### src/rtl/packet_scheduler_if.sv
// packet_scheduler_if: analyser-side push bus, sender-side packet bus and status
interface packet_scheduler_if #(parameter int ADDR_W = 4);
  logic              in_valid;
  logic [39:0]       in_data;
  logic              in_ready;
  logic              all_bytes_sent;
  logic [39:0]       out_data;
  logic              out_is_event;
  logic [ADDR_W:0]   fifo_level;
  logic [15:0]       drop_count;
  modport master (output in_valid, in_data, all_bytes_sent, input in_ready, out_data, out_is_event, fifo_level, drop_count);
  modport slave (input in_valid, in_data, all_bytes_sent, output in_ready, out_data, out_is_event, fifo_level, drop_count);
endinterface

### src/rtl/packet_scheduler.sv
// packet_scheduler: event FIFO feeding the SPI sender one word per packet; PACKET_SCHEDULER_OVERFLOW_MARKER_EN adds overflow marker words
module packet_scheduler #(
  parameter int          ADDR_W    = 4,
  parameter logic [39:0] IDLE_WORD = 40'h00_0000_0000
) (
  input logic clk,
  input logic rst,
  packet_scheduler_if.slave bus
);
  localparam logic [ADDR_W:0] DEPTH = (ADDR_W+1)'(2**ADDR_W);
  typedef enum logic [1:0] {
    IDLE,
    EVENT
`ifdef PACKET_SCHEDULER_OVERFLOW_MARKER_EN
    , MARKER
`endif
  } state_t;
  state_t state, state_nxt;
  logic [39:0] mem [2**ADDR_W];
  logic [ADDR_W-1:0] wr_ptr, rd_ptr;
  logic [ADDR_W:0] level;
  logic [15:0] drops;
  logic [39:0] data_q;
  logic push, pop, drop;
  assign bus.in_ready = level != DEPTH;
  assign push = bus.in_valid & bus.in_ready;
  assign drop = bus.in_valid & ~bus.in_ready;
  assign bus.fifo_level = level;
  assign bus.drop_count = drops;
`ifdef PACKET_SCHEDULER_OVERFLOW_MARKER_EN
  logic mark_pend, mark_go;
  logic [7:0] mark_cnt, mark_q;
  assign mark_go = bus.all_bytes_sent & mark_pend;
  assign pop = bus.all_bytes_sent & ~mark_pend & (level != '0);
  // track drops since the last marker; a drop on the load edge restarts the count at 1
  always_ff @(posedge clk)
    if (rst) begin
      mark_pend <= 1'b0;
      mark_cnt <= '0;
      mark_q <= '0;
    end else begin
      if (mark_go) mark_q <= mark_cnt;
      if (drop) begin
        mark_pend <= 1'b1;
        mark_cnt <= mark_go ? 8'd1 : mark_cnt == 8'hFF ? mark_cnt : mark_cnt + 8'd1;
      end else if (mark_go) begin
        mark_pend <= 1'b0;
        mark_cnt <= '0;
      end
    end
`else
  assign pop = bus.all_bytes_sent & (level != '0);
`endif
  // storage array, written on every accepted push
  always_ff @(posedge clk)
    if (push) mem[wr_ptr] <= bus.in_data;
  // pointers, level, drop counter and the word loaded for the current packet
  always_ff @(posedge clk)
    if (rst) begin
      wr_ptr <= '0;
      rd_ptr <= '0;
      level <= '0;
      drops <= '0;
      data_q <= IDLE_WORD;
    end else begin
      if (push) wr_ptr <= wr_ptr + 1'b1;
      if (pop) begin
        rd_ptr <= rd_ptr + 1'b1;
        data_q <= mem[rd_ptr];
      end
      level <= level + (ADDR_W+1)'(push) - (ADDR_W+1)'(pop);
      if (drop && drops != 16'hFFFF) drops <= drops + 16'd1;
    end
  // state register
  always_ff @(posedge clk)
    if (rst) state <= IDLE;
    else state <= state_nxt;
  // state changes only at packet boundaries
  always_comb begin
`ifdef PACKET_SCHEDULER_OVERFLOW_MARKER_EN
    state_nxt = !bus.all_bytes_sent ? state : mark_pend ? MARKER : level != '0 ? EVENT : IDLE;
`else
    state_nxt = !bus.all_bytes_sent ? state : level != '0 ? EVENT : IDLE;
`endif
  end
  // presented word and event flag decoded from the state
  always_comb begin
    bus.out_is_event = state == EVENT;
`ifdef PACKET_SCHEDULER_OVERFLOW_MARKER_EN
    bus.out_data = state == EVENT ? data_q : state == MARKER ? {32'hFFFF_FFFF, mark_q} : IDLE_WORD;
`else
    bus.out_data = state == EVENT ? data_q : IDLE_WORD;
`endif
  end
endmodule

### src/flat_wrapper.sv
// flat-port wrapper written by rule: the top's interface ports become plain ports
module packet_scheduler_flat 
#(
  parameter int          ADDR_W    = 4,
  parameter logic [39:0] IDLE_WORD = 40'h00_0000_0000
)
  (clk, rst, bus_in_valid, bus_in_data, bus_all_bytes_sent, bus_in_ready, bus_out_data, bus_out_is_event, bus_fifo_level, bus_drop_count);
  packet_scheduler_if #(.ADDR_W(ADDR_W)) bus_i ();
  input logic clk;
  input logic rst;
  input wire logic [$bits(bus_i.in_valid)-1:0] bus_in_valid;
  input wire logic [$bits(bus_i.in_data)-1:0] bus_in_data;
  input wire logic [$bits(bus_i.all_bytes_sent)-1:0] bus_all_bytes_sent;
  output wire logic [$bits(bus_i.in_ready)-1:0] bus_in_ready;
  output wire logic [$bits(bus_i.out_data)-1:0] bus_out_data;
  output wire logic [$bits(bus_i.out_is_event)-1:0] bus_out_is_event;
  output wire logic [$bits(bus_i.fifo_level)-1:0] bus_fifo_level;
  output wire logic [$bits(bus_i.drop_count)-1:0] bus_drop_count;
  assign bus_i.in_valid = bus_in_valid;
  assign bus_i.in_data = bus_in_data;
  assign bus_i.all_bytes_sent = bus_all_bytes_sent;
  assign bus_in_ready = bus_i.in_ready;
  assign bus_out_data = bus_i.out_data;
  assign bus_out_is_event = bus_i.out_is_event;
  assign bus_fifo_level = bus_i.fifo_level;
  assign bus_drop_count = bus_i.drop_count;
  packet_scheduler #(.ADDR_W(ADDR_W), .IDLE_WORD(IDLE_WORD)) u_core (.clk(clk), .rst(rst), .bus(bus_i));
endmodule
### config.mk
export PLATFORM = sky130hd
export DESIGN_NAME = packet_scheduler_flat
export DESIGN_NICKNAME = d
export VERILOG_FILES = /design/src/rtl/packet_scheduler_if.sv /design/src/rtl/packet_scheduler.sv /design/src/flat_wrapper.sv
export SDC_FILE = /design/constraint.sdc
export NUM_CORES = 1
export LEC_CHECK = 0
export ABC_AREA = 1
export CAP_MARGIN = 25
export CORE_MARGIN = 2
export CORE_UTILIZATION = 60
export DETAILED_ROUTE_END_ITERATION = 10
export DONT_BUFFER_PORTS = 1
export PLACE_DENSITY = 0.86
export SYNTH_ARGS = -nofsm -noshare
export SYNTH_HDL_FRONTEND = slang
export SYNTH_SLANG_ARGS = --single-unit
### constraint.sdc
create_clock -name clk -period 3.55 [get_ports clk]
set_input_delay 0.5325 -clock clk [delete_from_list [all_inputs] [get_ports clk]]
set_output_delay 0.5325 -clock clk [all_outputs]
set_load 0.005 [all_outputs]
==> impl_results.md <==
- Number of buffer and inverter instances along the worst setup path: 3
- Routed wirelength normalized by instance count: ~21 um
- Largest vdd supply drop: around 0.48 mV
- Switching Fraction: 0.301
- Syn Nets: about 3100
- CTS Buf Count: 71
- Initial core utilization: 0.608
- Pin count of the biggest net entering global routing: 186
- Fraction of layout cells with a size suffix above 1: 0.0568
- Floorplan die height: 230 um
- Slew Limit Headroom: 0.292
- Synth Area in XOR/XNOR: 0.00258
- Capturing element type of the critical path: register
- Type of origin of the critical path: register
- Crit path max fanout: 17
- Clk Latency, worst-skew pair: between 600 and 700 ps
- Clock skew: 22.8 ps
- Layout Area Growth over Synthesis: 11.5%
- Per-cell via count in the routed design: between 5 and 6
- Compound-gate portion of the synthesized area: 0.00688
- Synth Area per Inst: roughly 10 um^2
- Worst-margin pin slew: about 1100 ps
- Cell row count: between 80 and 90
- Cell Area, Synth: just over 30000 um^2
- Library cell occupying the most area in the post-synthesis netlist: edfxtp_1
- Leading cell types by count after synthesis: nand2_1, edfxtp_1, nand3_1
- Setup repair after global routing missed its margin: no
- Ordered cell list for the critical path: inv_1, ha_1, nand3_1, nand2_1, inv_1, nand2_1, nor2_4, buf_4
- Gate power share: 0.202
- Critical-path top delay cell: nor2_4
- Detailed Place HPWL: 41300 um
- Area contributors post-synth: edfxtp_1, nand2_1, nand3_1
- PortBufs: 0
- Clock power share: 0.343
- Final ANT Viol Nets: 0
- Clock tree from TritonCTS: built
- Overall track demand over capacity in global routing: 0.301
- I/O pin count: around 110
- Most frequently used flop master after synthesis: edfxtp_1
- Count of endpoints failing hold in the final timing report: 0
- Number of synthesized register bits: between 700 and 800
- Most used standard cell by instance count after synthesis: nand2_1
- Iteration-0 DRC count of the detailed router: a little over 3000
- Final total power: 21500 uW
- Post-synthesis share of cell area spent on and, or, nand and nor gates: 0.231
- Synth warn: 0
- Dominant delay contributor by cell family on the critical path: simple AND/OR/NAND/NOR gates
- Vias: around 22000
- NetSw: about 6500 uW
- Share of flip-flops with an asynchronous set or reset: 0
- Power density normalized to cell area: approximately 630 nW/um^2
- Total wire length: about 80000 um
- Area share of the leading cell type in the synthesized netlist: 0.629
- Number of global-route vias before repair: approximately 22000
- Clk Tree Root Cell: clkbuf_16
- Setup total negative slack: 0 ps
- Placeable core area: slightly above 50000 um^2
- Number of distinct library cells after synthesis: 32
- Antenna violations before repair: 3
- FILL cells: 3346
- Number of H-tree branching levels: 3
- Die Wd: ~230 um
- Category of the critical setup timing path: reg -> reg
- Data arrival, critical path: roughly 3100 ps
- Minimum clock period: between 2000 and 3000 ps
- Largest buffer count on any clock path: 3
- Final weighted congestion in routability-driven placement: between 0.8 and 0.9
- Tcrit/Tclk final: 0.796
- Post-Synth Adder-Cell Area: 0.00557
- Data required time of the critical path: between 3000 and 4000 ps
- Combinational family with the most area after synthesis: simple AND/OR/NAND/NOR gates
- First-pass GRT wire length: about 120000 um
- Run status: complete, no violations
- Count of cells resized by post-cts repair: 0
- Post-route DRC violation count: 0
- EDFF count, synth: 640
- Static power due to leakage: ~0.014 uW
- Maximum clock frequency: approximately 0.35 GHz
- Slowest stage delay, CP: approximately 570 ps
- # nets final: approximately 3100
- Share of synthesized area occupied by flip-flops and latches: 0.674
- Mux contribution to synthesized area: 0
- Drt pass-1 iters: 7
- Sequential cell fraction of total power: 0.455
- Die Footprint: roughly 53000 um^2
- Final max-slew violation count: 0
- Sink count of the clock tree: about 700
- Final setup violation count: 0
- Max_cap viols: 0
- Residual overflow from global routing: 0
- Clock transition at the registers of the reported paths: 60 ps
- Int Power: about 15000 uW
- Gate Count Post-Synth: between 3000 and 4000
- Classification of the worst-slack hold path: in -> reg
## power groups by stage
stage | Sequential [uW] | Clock (uW) | Combinational (uW)
floorplan | 9830 | 0 | 3100
global placement | 9930 | 0 | 3820
detailed placement | 9920 | 0 | 4000
CTS | 9750 | 7370 | 4210
global route | 9780 | 7700 | 4750
finish | 9750 | 7360 | 4340
## cell families (layout without fill, tap and decap cells)
kind of cell	Yosys count	after routing
and+or+nand+nor	1710	1710
other	0	4
adders and majority gates	13	13
xor gates and xnor gates	9	9
buffers and inverters	590	657
AOI/OAI and AO/OA	37	37
DFF	710	710
## worst reg2reg max path, delay by kind of cell (launching register included)
| kind | cells | cell delay, ps |
|---|---|---|
| buffers and inverters | 3 | 710 |
| AND/OR/NAND/NOR | 4 | 1160 |
| adder cells (fa/ha/maj) | 1 | 230 |
| flip-flops | 1 | 380 |
## timing repair
action | 4_1_cts | 5_1_grt
endpoints found under the hold margin | 366 | 21
setup buffers | 0 | 0
hold buffers | 49 | 9
## cell usage in the layout, fill, tap and decap left out, types with 13 or more instances in the layout
master / netlist / final
nand2_1: 1116 / 1116
edfxtp_1: 640 / 640
nand3_1: 454 / 454
inv_1: 431 / 430
nor2_1: 125 / 109
clkbuf_16: 0 / 72
dfxtp_1: 70 / 65
dlygate4sd3_1: 0 / 58
buf_4: 19 / 19
a21oi_1: 18 / 18
nor2_4: 0 / 16
clkbuf_1: 25 / 16
buf_12: 1 / 16
clkinv_2: 1 / 13
clkinv_1: 0 / 13
## metal layers
metal | routed length [um] | track usage
met5 | 27 | 0
met4 | 4670 | 0.168
met3 | 9360 | 0.0573
met2 | 37700 | 0.481
met1 | 28300 | 0.390
## area by class of cell
| cell class | count | area, um^2 | area share |
|---|---|---|---|
| clock buffer | 88 | 1850 | 0.0543 |
| timing repair buffer | 94 | 1070 | 0.0314 |
| antenna | 4 | 10.0 | 0.000294 |
| tap | 672 | 841 | 0.0247 |
| sequential | 710 | 20600 | 0.605 |
| clock inverter | 39 | 395 | 0.0116 |
| inverter | 436 | 1650 | 0.0484 |
| multi-input combinational | 1769 | 7630 | 0.224 |
## stage by stage
step	utilization	instance area, um^2	setup slack, ps	cells	hold slack (ps)
3_3_place_gp	0.620	31200	883	3620	511
4_1_cts	0.675	33900	762	3797	0.0879
2_1_floorplan	-	30600	318	3069	481
5_1_grt	0.678	34100	596	3811	-0.0541
3_5_place_dp	0.621	31200	804	3621	534
6_report	0.678	34100	725	3812	16.5
## worst paths after layout
path / startpoint / to / slack [ps] / depth (start not counted)
setup / recovery: u_core.bus.fifo_level[2]$_SDFF_PP0_ / u_core.mem[9][1]$_DFFE_PP_ / 720 / 8
hold / removal: bus_in_data[26] / u_core.mem[10][26]$_DFFE_PP_ / 20 / 0
setup reg to reg: u_core.bus.fifo_level[2]$_SDFF_PP0_ / u_core.mem[9][1]$_DFFE_PP_ / 720 / 8
hold reg to reg: u_core.bus.drop_count[15]$_SDFFE_PP0P_ / u_core.bus.drop_count[15]$_SDFFE_PP0P_ / 560 / 2
## state kept, by name (all words and copies together), names as in the netlist
signal                 count
u_core.rd_ptr              4
u_core.bus.fifo_level      5
u_core.mem               640
u_core.state               1
u_core.wr_ptr              4
u_core.bus.drop_count     16
u_core.data_q             40
Note: power is estimated with default switching activity, not from simulation.
